==> config.mk <==
export PLATFORM = sky130hd
export DESIGN_NAME = mem_arbiter
export DESIGN_NICKNAME = d
export VERILOG_FILES = /design/src/rtl/mem_arbiter.sv
export SDC_FILE = /design/constraint.sdc
export NUM_CORES = 1
export LEC_CHECK = 0
export CAP_MARGIN = 20
export CORE_ASPECT_RATIO = 1.75
export CORE_MARGIN = 1
export CORE_UTILIZATION = 53
export DETAILED_ROUTE_END_ITERATION = 10
export HOLD_SLACK_MARGIN = 0.12
export PLACE_DENSITY = 0.88
export SETUP_SLACK_MARGIN = 0.5
export SLEW_MARGIN = 40
export SYNTH_ARGS = -nofsm -noshare
export SYNTH_HDL_FRONTEND = slang
export SYNTH_SLANG_ARGS = --single-unit
==> constraint.sdc <==
create_clock -name clk -period 8.1 [get_ports clk]
set_input_delay 1.62 -clock clk [delete_from_list [all_inputs] [get_ports clk]]
set_output_delay 1.62 -clock clk [all_outputs]
set_load 0.03 [all_outputs]
==> src/rtl/mem_arbiter.sv <==
// Owner of the shared 8-bit RAM/IO port: ROB stores > LSB loads > IF fetches.
// Each access is serialised into byte cycles; reads are abandoned on flush.
module mem_arbiter #(
   parameter int unsigned       ADDR_W  = 32,
   parameter logic [ADDR_W-1:0] IO_BASE = 32'h30000
) (
   input  logic              clk,
   input  logic              rst,
   input  logic              rdy,
   input  logic              flush,
   input  logic              if_req,
   input  logic [ADDR_W-1:0] if_addr,
   output logic              if_done,
   output logic [31:0]       if_data,
   input  logic              lsb_req,
   input  logic [ADDR_W-1:0] lsb_addr,
   input  logic [1:0]        lsb_size,
   output logic              lsb_done,
   output logic [31:0]       lsb_data,
   input  logic              rob_req,
   input  logic [ADDR_W-1:0] rob_addr,
   input  logic [1:0]        rob_size,
   input  logic [31:0]       rob_data,
   output logic              rob_done,
   input  logic [7:0]        mem_din,
   output logic [7:0]        mem_dout,
   output logic [ADDR_W-1:0] mem_a,
   output logic              mem_wr,
   input  logic              io_buffer_full
);

   typedef enum logic [1:0] {S_IDLE, S_READ, S_WRITE} state_t;
   typedef enum logic [1:0] {OWN_IF, OWN_LSB, OWN_ROB} owner_t;

   state_t            state_q, state_d;
   owner_t            owner_q, owner_d;
   logic [2:0]        cnt_q, cnt_d, cnt_inc;
   logic [2:0]        nbytes_q, nbytes_d;
   logic [31:0]       rbuf_q, rbuf_d, rd_word;
   logic [23:0]       wbuf_q, wbuf_d;
   logic [1:0]        byte_idx;
   logic              rob_stall;
   logic [ADDR_W-1:0] mem_a_d;
   logic [7:0]        mem_dout_d;
   logic              mem_wr_d, if_done_d, lsb_done_d, rob_done_d;
   logic [31:0]       if_data_d, lsb_data_d;

   function automatic logic [2:0] size_to_bytes(input logic [1:0] size);
      case (size)
         2'd0:    return 3'd1;
         2'd1:    return 3'd2;
         default: return 3'd4;
      endcase
   endfunction

   assign rob_stall = io_buffer_full && (rob_addr >= IO_BASE);
   assign cnt_inc   = cnt_q + 3'd1;
   // In READ the counter runs one ahead of the byte arriving on mem_din.
   assign byte_idx  = cnt_q[1:0] - 2'd1;

   always_comb begin
      state_d    = state_q;
      owner_d    = owner_q;
      cnt_d      = cnt_q;
      nbytes_d   = nbytes_q;
      rbuf_d     = rbuf_q;
      wbuf_d     = wbuf_q;
      mem_a_d    = mem_a;
      mem_dout_d = mem_dout;
      mem_wr_d   = mem_wr;
      if_data_d  = if_data;
      lsb_data_d = lsb_data;
      if_done_d  = 1'b0;
      lsb_done_d = 1'b0;
      rob_done_d = 1'b0;
      rd_word    = rbuf_q;
      rd_word[{byte_idx, 3'b000} +: 8] = mem_din;

      case (state_q)
         S_IDLE: begin
            if (rob_req) begin
               if (!rob_stall) begin
                  state_d    = S_WRITE;
                  owner_d    = OWN_ROB;
                  cnt_d      = '0;
                  nbytes_d   = size_to_bytes(rob_size);
                  mem_a_d    = rob_addr;
                  mem_dout_d = rob_data[7:0];
                  wbuf_d     = rob_data[31:8];
                  mem_wr_d   = 1'b1;
               end
            end else if (!flush && (lsb_req || if_req)) begin
               state_d  = S_READ;
               owner_d  = lsb_req ? OWN_LSB : OWN_IF;
               cnt_d    = '0;
               nbytes_d = lsb_req ? size_to_bytes(lsb_size) : 3'd4;
               mem_a_d  = lsb_req ? lsb_addr : if_addr;
               mem_wr_d = 1'b0;
               rbuf_d   = '0;
            end
         end
         S_READ: begin
            if (flush) begin
               state_d = S_IDLE;
               cnt_d   = '0;
               mem_a_d = '0;
            end else begin
               if (cnt_q != 3'd0) rbuf_d = rd_word;
               mem_a_d = (cnt_inc < nbytes_q) ? mem_a + ADDR_W'(1) : '0;
               if (cnt_q == nbytes_q) begin
                  state_d = S_IDLE;
                  cnt_d   = '0;
                  if (owner_q == OWN_IF) begin
                     if_done_d = 1'b1;
                     if_data_d = rd_word;
                  end else begin
                     lsb_done_d = 1'b1;
                     lsb_data_d = rd_word;
                  end
               end else begin
                  cnt_d = cnt_inc;
               end
            end
         end
         S_WRITE: begin
            if (cnt_inc < nbytes_q) begin
               cnt_d      = cnt_inc;
               mem_a_d    = mem_a + ADDR_W'(1);
               mem_dout_d = wbuf_q[7:0];
               wbuf_d     = wbuf_q >> 8;
            end else begin
               state_d    = S_IDLE;
               cnt_d      = '0;
               mem_a_d    = '0;
               mem_dout_d = '0;
               mem_wr_d   = 1'b0;
               rob_done_d = 1'b1;
            end
         end
         default: state_d = S_IDLE;
      endcase
   end

   always_ff @(posedge clk or negedge rst) begin
      if (!rst) begin
         state_q  <= S_IDLE;
         owner_q  <= OWN_IF;
         cnt_q    <= '0;
         nbytes_q <= '0;
         rbuf_q   <= '0;
         wbuf_q   <= '0;
         mem_a    <= '0;
         mem_dout <= '0;
         mem_wr   <= 1'b0;
         if_done  <= 1'b0;
         lsb_done <= 1'b0;
         rob_done <= 1'b0;
         if_data  <= '0;
         lsb_data <= '0;
      end else if (rdy) begin
         state_q  <= state_d;
         owner_q  <= owner_d;
         cnt_q    <= cnt_d;
         nbytes_q <= nbytes_d;
         rbuf_q   <= rbuf_d;
         wbuf_q   <= wbuf_d;
         mem_a    <= mem_a_d;
         mem_dout <= mem_dout_d;
         mem_wr   <= mem_wr_d;
         if_done  <= if_done_d;
         lsb_done <= lsb_done_d;
         rob_done <= rob_done_d;
         if_data  <= if_data_d;
         lsb_data <= lsb_data_d;
      end
   end

endmodule

==> impl_table.tex <==
\begin{tabular}{lr}
\hline
Metric & Value \\
\hline
\multicolumn{2}{l}{\textbf{Flow run}} \\
\quad MaxCap Viol Count & 0 \\
\multicolumn{2}{l}{\textbf{Clock tree}} \\
\quad Max H-tree Level & 4 \\
\quad Clock buffer count from CTS & 17 \\
\quad Worst-Skew Late Latency & 430 ps \\
\quad \# resized after CTS & 0 \\
\quad CTS sink count & 174 \\
\quad CTS tree & done \\
\quad Clock slew at reported path FFs & 70 ps \\
\quad CTS hold repair buffers & 0 \\
\quad Buffers inserted by post-CTS timing repair & 0 \\
\quad Number of buffers on the longest clock path & 2 \\
\quad Clock root buffer master & sky130\_fd\_sc\_hd\_\_clkbuf\_16 \\
\multicolumn{2}{l}{\textbf{Timing}} \\
\quad Setup Viol. Count Final & 0 \\
\quad Minimum clock period & 4165 ps \\
\quad Final Hold Violating Endpoints & 0 \\
\quad Setup total negative slack & 0 ps \\
\quad Portion of the clock cycle consumed by the worst path in the final layout & between 50 and 60\% \\
\quad Setup repair after global routing missed its margin & false \\
\quad Worst slew pin tran & 814.0 ps \\
\quad Slew Viols, Final & 0 \\
\quad Max transition margin & 45.23\% \\
\quad Setup WS post-layout & just under 4000 ps \\
\quad Top achievable clock speed & roughly 0.24 GHz \\
\quad Final worst clock skew & roughly 9.5 ps \\
\multicolumn{2}{l}{\textbf{Logic synthesis}} \\
\quad Synth Flop Type & sky130\_fd\_sc\_hd\_\_dfrtp\_1 \\
\quad Number of synthesized flops with an enable pin & 0 \\
\quad Synth async-reset ratio & between 90\% and 100\% \\
\quad Count of distinct cell types in the synthesized netlist & 61 \\
\quad Warnings, synthesis & 0 \\
\quad Summed instance area of the synthesized netlist & 0.009529 mm² \\
\quad Avg Inst Size Synth & 9.234 µm² \\
\quad Net count of the mapped netlist & 1193 \\
\quad Post-synthesis sequential element count & approximately 170 \\
\quad Post-synthesis cell count & 1032 \\
\quad Register area share after synthesis & 45.69\% \\
\multicolumn{2}{l}{\textbf{GRT}} \\
\quad Wire length of the first global-routing pass & around 43 mm \\
\quad Number of antenna violations at the first check in global routing & 0 \\
\quad Met3 Usage GRT & under 10\% \\
\quad Global route hottest layer & met2 \\
\quad Maximum number of pins on one net before global-route repair & 99 \\
\quad Global-route usage over all layers & 30.36\% \\
\quad Met2 Track Usage GR & 53.56\% \\
\quad Routing usage on met1 & 35.75\% \\
\quad Vias in the first global route & 8628 \\
\quad Gr ovfl total & 0 \\
\multicolumn{2}{l}{\textbf{Finish}} \\
\quad Antenna Diode Count & 0 \\
\quad Layout fillers & 1268 \\
\quad Relative area change from synthesis to final layout & 34.14\% \\
\quad Final net count & 1404 \\
\quad Most frequent cells in the layout & 252 x sky130\_fd\_sc\_hd\_\_clkdlybuf4s50\_1, 174 x sky130\_fd\_sc\_hd\_\_dfrtp\_1, 155 x sky130\_fd\_sc\_hd\_\_nand2\_1 \\
\quad Post-layout util & 72.89\% \\
\quad Most frequent standard cell in the layout excluding fill and tap cells & sky130\_fd\_sc\_hd\_\_clkdlybuf4s50\_1 \\
\quad Fraction of layout cells with a size suffix above 1 & 7.410\% \\
\multicolumn{2}{l}{\textbf{Hold path}} \\
\quad Cell count of the worst hold path & 2 \\
\quad Path category of the worst min-delay check & register to register \\
\quad Startpoint of the tightest hold check path & if\_data[15]\$\_DFFE\_PN0P\_ \\
\quad Min-Delay Endpoint & if\_data[15]\$\_DFFE\_PN0P\_ \\
\multicolumn{2}{l}{\textbf{Place}} \\
\quad IO buf count & 255 \\
\quad Placed wire-length estimate & 19.11 mm \\
\quad Global placer's final weighted congestion & 0.9076 \\
\quad Post-placement worst setup slack & 3528 ps \\
\multicolumn{2}{l}{\textbf{Worst setup path}} \\
\quad Critical path, cell by cell & clkdlybuf4s50\_1 > or4\_1 > o41ai\_2 > nand2\_1 > nor3\_2 > a22o\_1 \\
\quad Startpoint of the worst-slack reg-to-reg timing path & cnt\_q[0]\$\_DFFE\_PN0P\_ \\
\quad Worst path arrival time & 4530 ps \\
\quad Start-to-end type of the worst setup path & input pin to register \\
\quad Element type at the critical path start & input pin \\
\quad R2r endpoint & mem\_a[24]\$\_DFFE\_PN0P\_ \\
\quad Largest stage delay on the critical path & 650 ps \\
\quad R2R setup slack & around 4600 ps \\
\quad Required time worst endpoint & between 8000 and 9000 ps \\
\quad Depth of the worst register-to-register path & 10 \\
\quad Crit Path Max Fanout & 9 \\
\quad Capturing element type of the critical path & register \\
\quad Slowest cell on the critical path & sky130\_fd\_sc\_hd\_\_o41ai\_2 \\
\multicolumn{2}{l}{\textbf{Detailed routing}} \\
\quad DRT Wirelength & between 20 and 30 mm \\
\quad Total via count in the routed design & 8936 \\
\quad Number of DRC violations after detailed routing & 0 \\
\quad Iteration-0 DRC count of the detailed router & around 520 \\
\quad Vias/cell & roughly 6 \\
\quad Number of antenna-violating nets in the routed design & 0 \\
\quad Initial DRT Pass Iterations & 5 \\
\quad WL per Instance & 18.39 µm \\
\multicolumn{2}{l}{\textbf{Power and ir drop}} \\
\quad Maximum resistive drop on vdd & between 0.15 and 0.2 mV \\
\quad Power per cell area & 309.6 mW/mm² \\
\quad Static Leakage & approximately 0.0053 µW \\
\multicolumn{2}{l}{\textbf{Floorplanning}} \\
\quad Starting utilization of the core area & 54.34\% \\
\quad Area inside the core boundary & between 0.015 and 0.02 mm² \\
\quad Top-level port count & 256 \\
\quad Core Rows & 64 \\
\quad Area enclosed by the die boundary & 0.01854 mm² \\
\quad Die boundary height & around 180 µm \\
\quad Die width & 103.4 µm \\
\multicolumn{2}{l}{\textbf{Outcome}} \\
\quad Run status & completed \\
\hline
\end{tabular}
## worst max-delay path by stage
stage / to / from / slack [ps] / cells after the start
6_report: wbuf_q[22]$_DFFE_PN0P_ / rob_addr[28] / 3940 / 6
5_1_grt: wbuf_q[20]$_DFFE_PN0P_ / rob_addr[26] / 3840 / 6
4_1_cts: wbuf_q[22]$_DFFE_PN0P_ / rob_addr[26] / 3970 / 6
3_5_place_dp: wbuf_q[16]$_DFFE_PN0P_ / rob_addr[26] / 3530 / 6
3_3_place_gp: mem_dout[2]$_DFFE_PN0P_ / rob_addr[28] / 3160 / 6
2_1_floorplan: state_q[0]$_DFFE_PN0P_ / rob_addr[26] / 4470 / 6
## metrics by stage
step,hold WS (ps),power [µW],cells,area (µm²)
4_1_cts,484.5,3948,1485,12750
3_5_place_dp,469.4,3129,1454,12180
3_3_place_gp,460.0,3079,1454,12160
6_report,477.5,3957,1486,12780
2_1_floorplan,465.1,2456,1032,9529
5_1_grt,506.6,4158,1486,12780
## power breakdown
group	switching (µW)	internal (µW)
registers	249	1110
logic	1070	715
clock network	369	440
## cell usage after synthesis (all sizes together), types with 4 or more instances
cell type	n	area [µm²]
dfrtp	174	4354
nand2	155	581.8
mux2	19	214.0
nor4	5	31.28
and3	5	31.28
o32a	4	40.04
a31oi	5	31.28
o21bai	32	240.2
o21ai	118	601.8
nor2	56	212.7
and4	6	52.55
a22oi	7	52.55
inv	15	56.30
clkbuf	69	269.0
o31ai	17	127.6
and2	4	25.02
a211o	6	52.55
o22ai	7	43.79
o221ai	10	87.58
nor2b	37	231.5
o2bb2ai	8	70.07
a21oi	74	422.9
nand3	8	40.04
mux2i	50	500.5
buf	11	75.07
nand2b	6	37.54
nand4	12	75.07
ha	13	162.7
a22o	45	394.1
nor3	19	100.1
## worst max-delay path: cells and delay by family
| family | cells | cell delay [ps] |
|---|---|---|
| AND/OR/NAND/NOR | 3 | 1550 |
| AO/OA/AOI/OAI | 2 | 900 |
| buffers and inverters | 1 | 460 |
## per-layer routing
layer	up-vias	wire length [µm]
met2	402	14690
met3	75	1355
met1	4300	10150
li1	4159	-
met4	0	1131
met5	-	0
## cells by family (layout without fill, tap and decap cells)
family	Yosys count	in the layout	synth area share (%)
XOR/XNOR	2	2	0.1839
multiplexers	69	69	7.497
adder cells (fa/ha/maj)	13	13	1.707
flip-flops	174	174	45.69
AND/OR/NAND/NOR	326	326	16.06
AO/OA/AOI/OAI	351	351	24.58
buffers and inverters	97	320	4.280
## sequential cells by signal, indices dropped and copies added (netlist names), 2 cells and up
signal    cells
lsb_data     32
nbytes_q      3
rbuf_q       32
state_q       2
cnt_q         3
mem_dout      8
if_data      32
mem_a        32
owner_q       2
wbuf_q       24
## final cells by class
type	instances	area [µm²]	area share, %
timing repair buffer	272	2699	21.11
clock buffer	19	442.9	3.465
multi-input combinational	761	4805	37.59
clock inverter	12	128.9	1.008
sequential	174	4354	34.06
tap	231	289.0	2.261
inverter	17	63.81	0.4992
(Power assumes the default switching activity.)
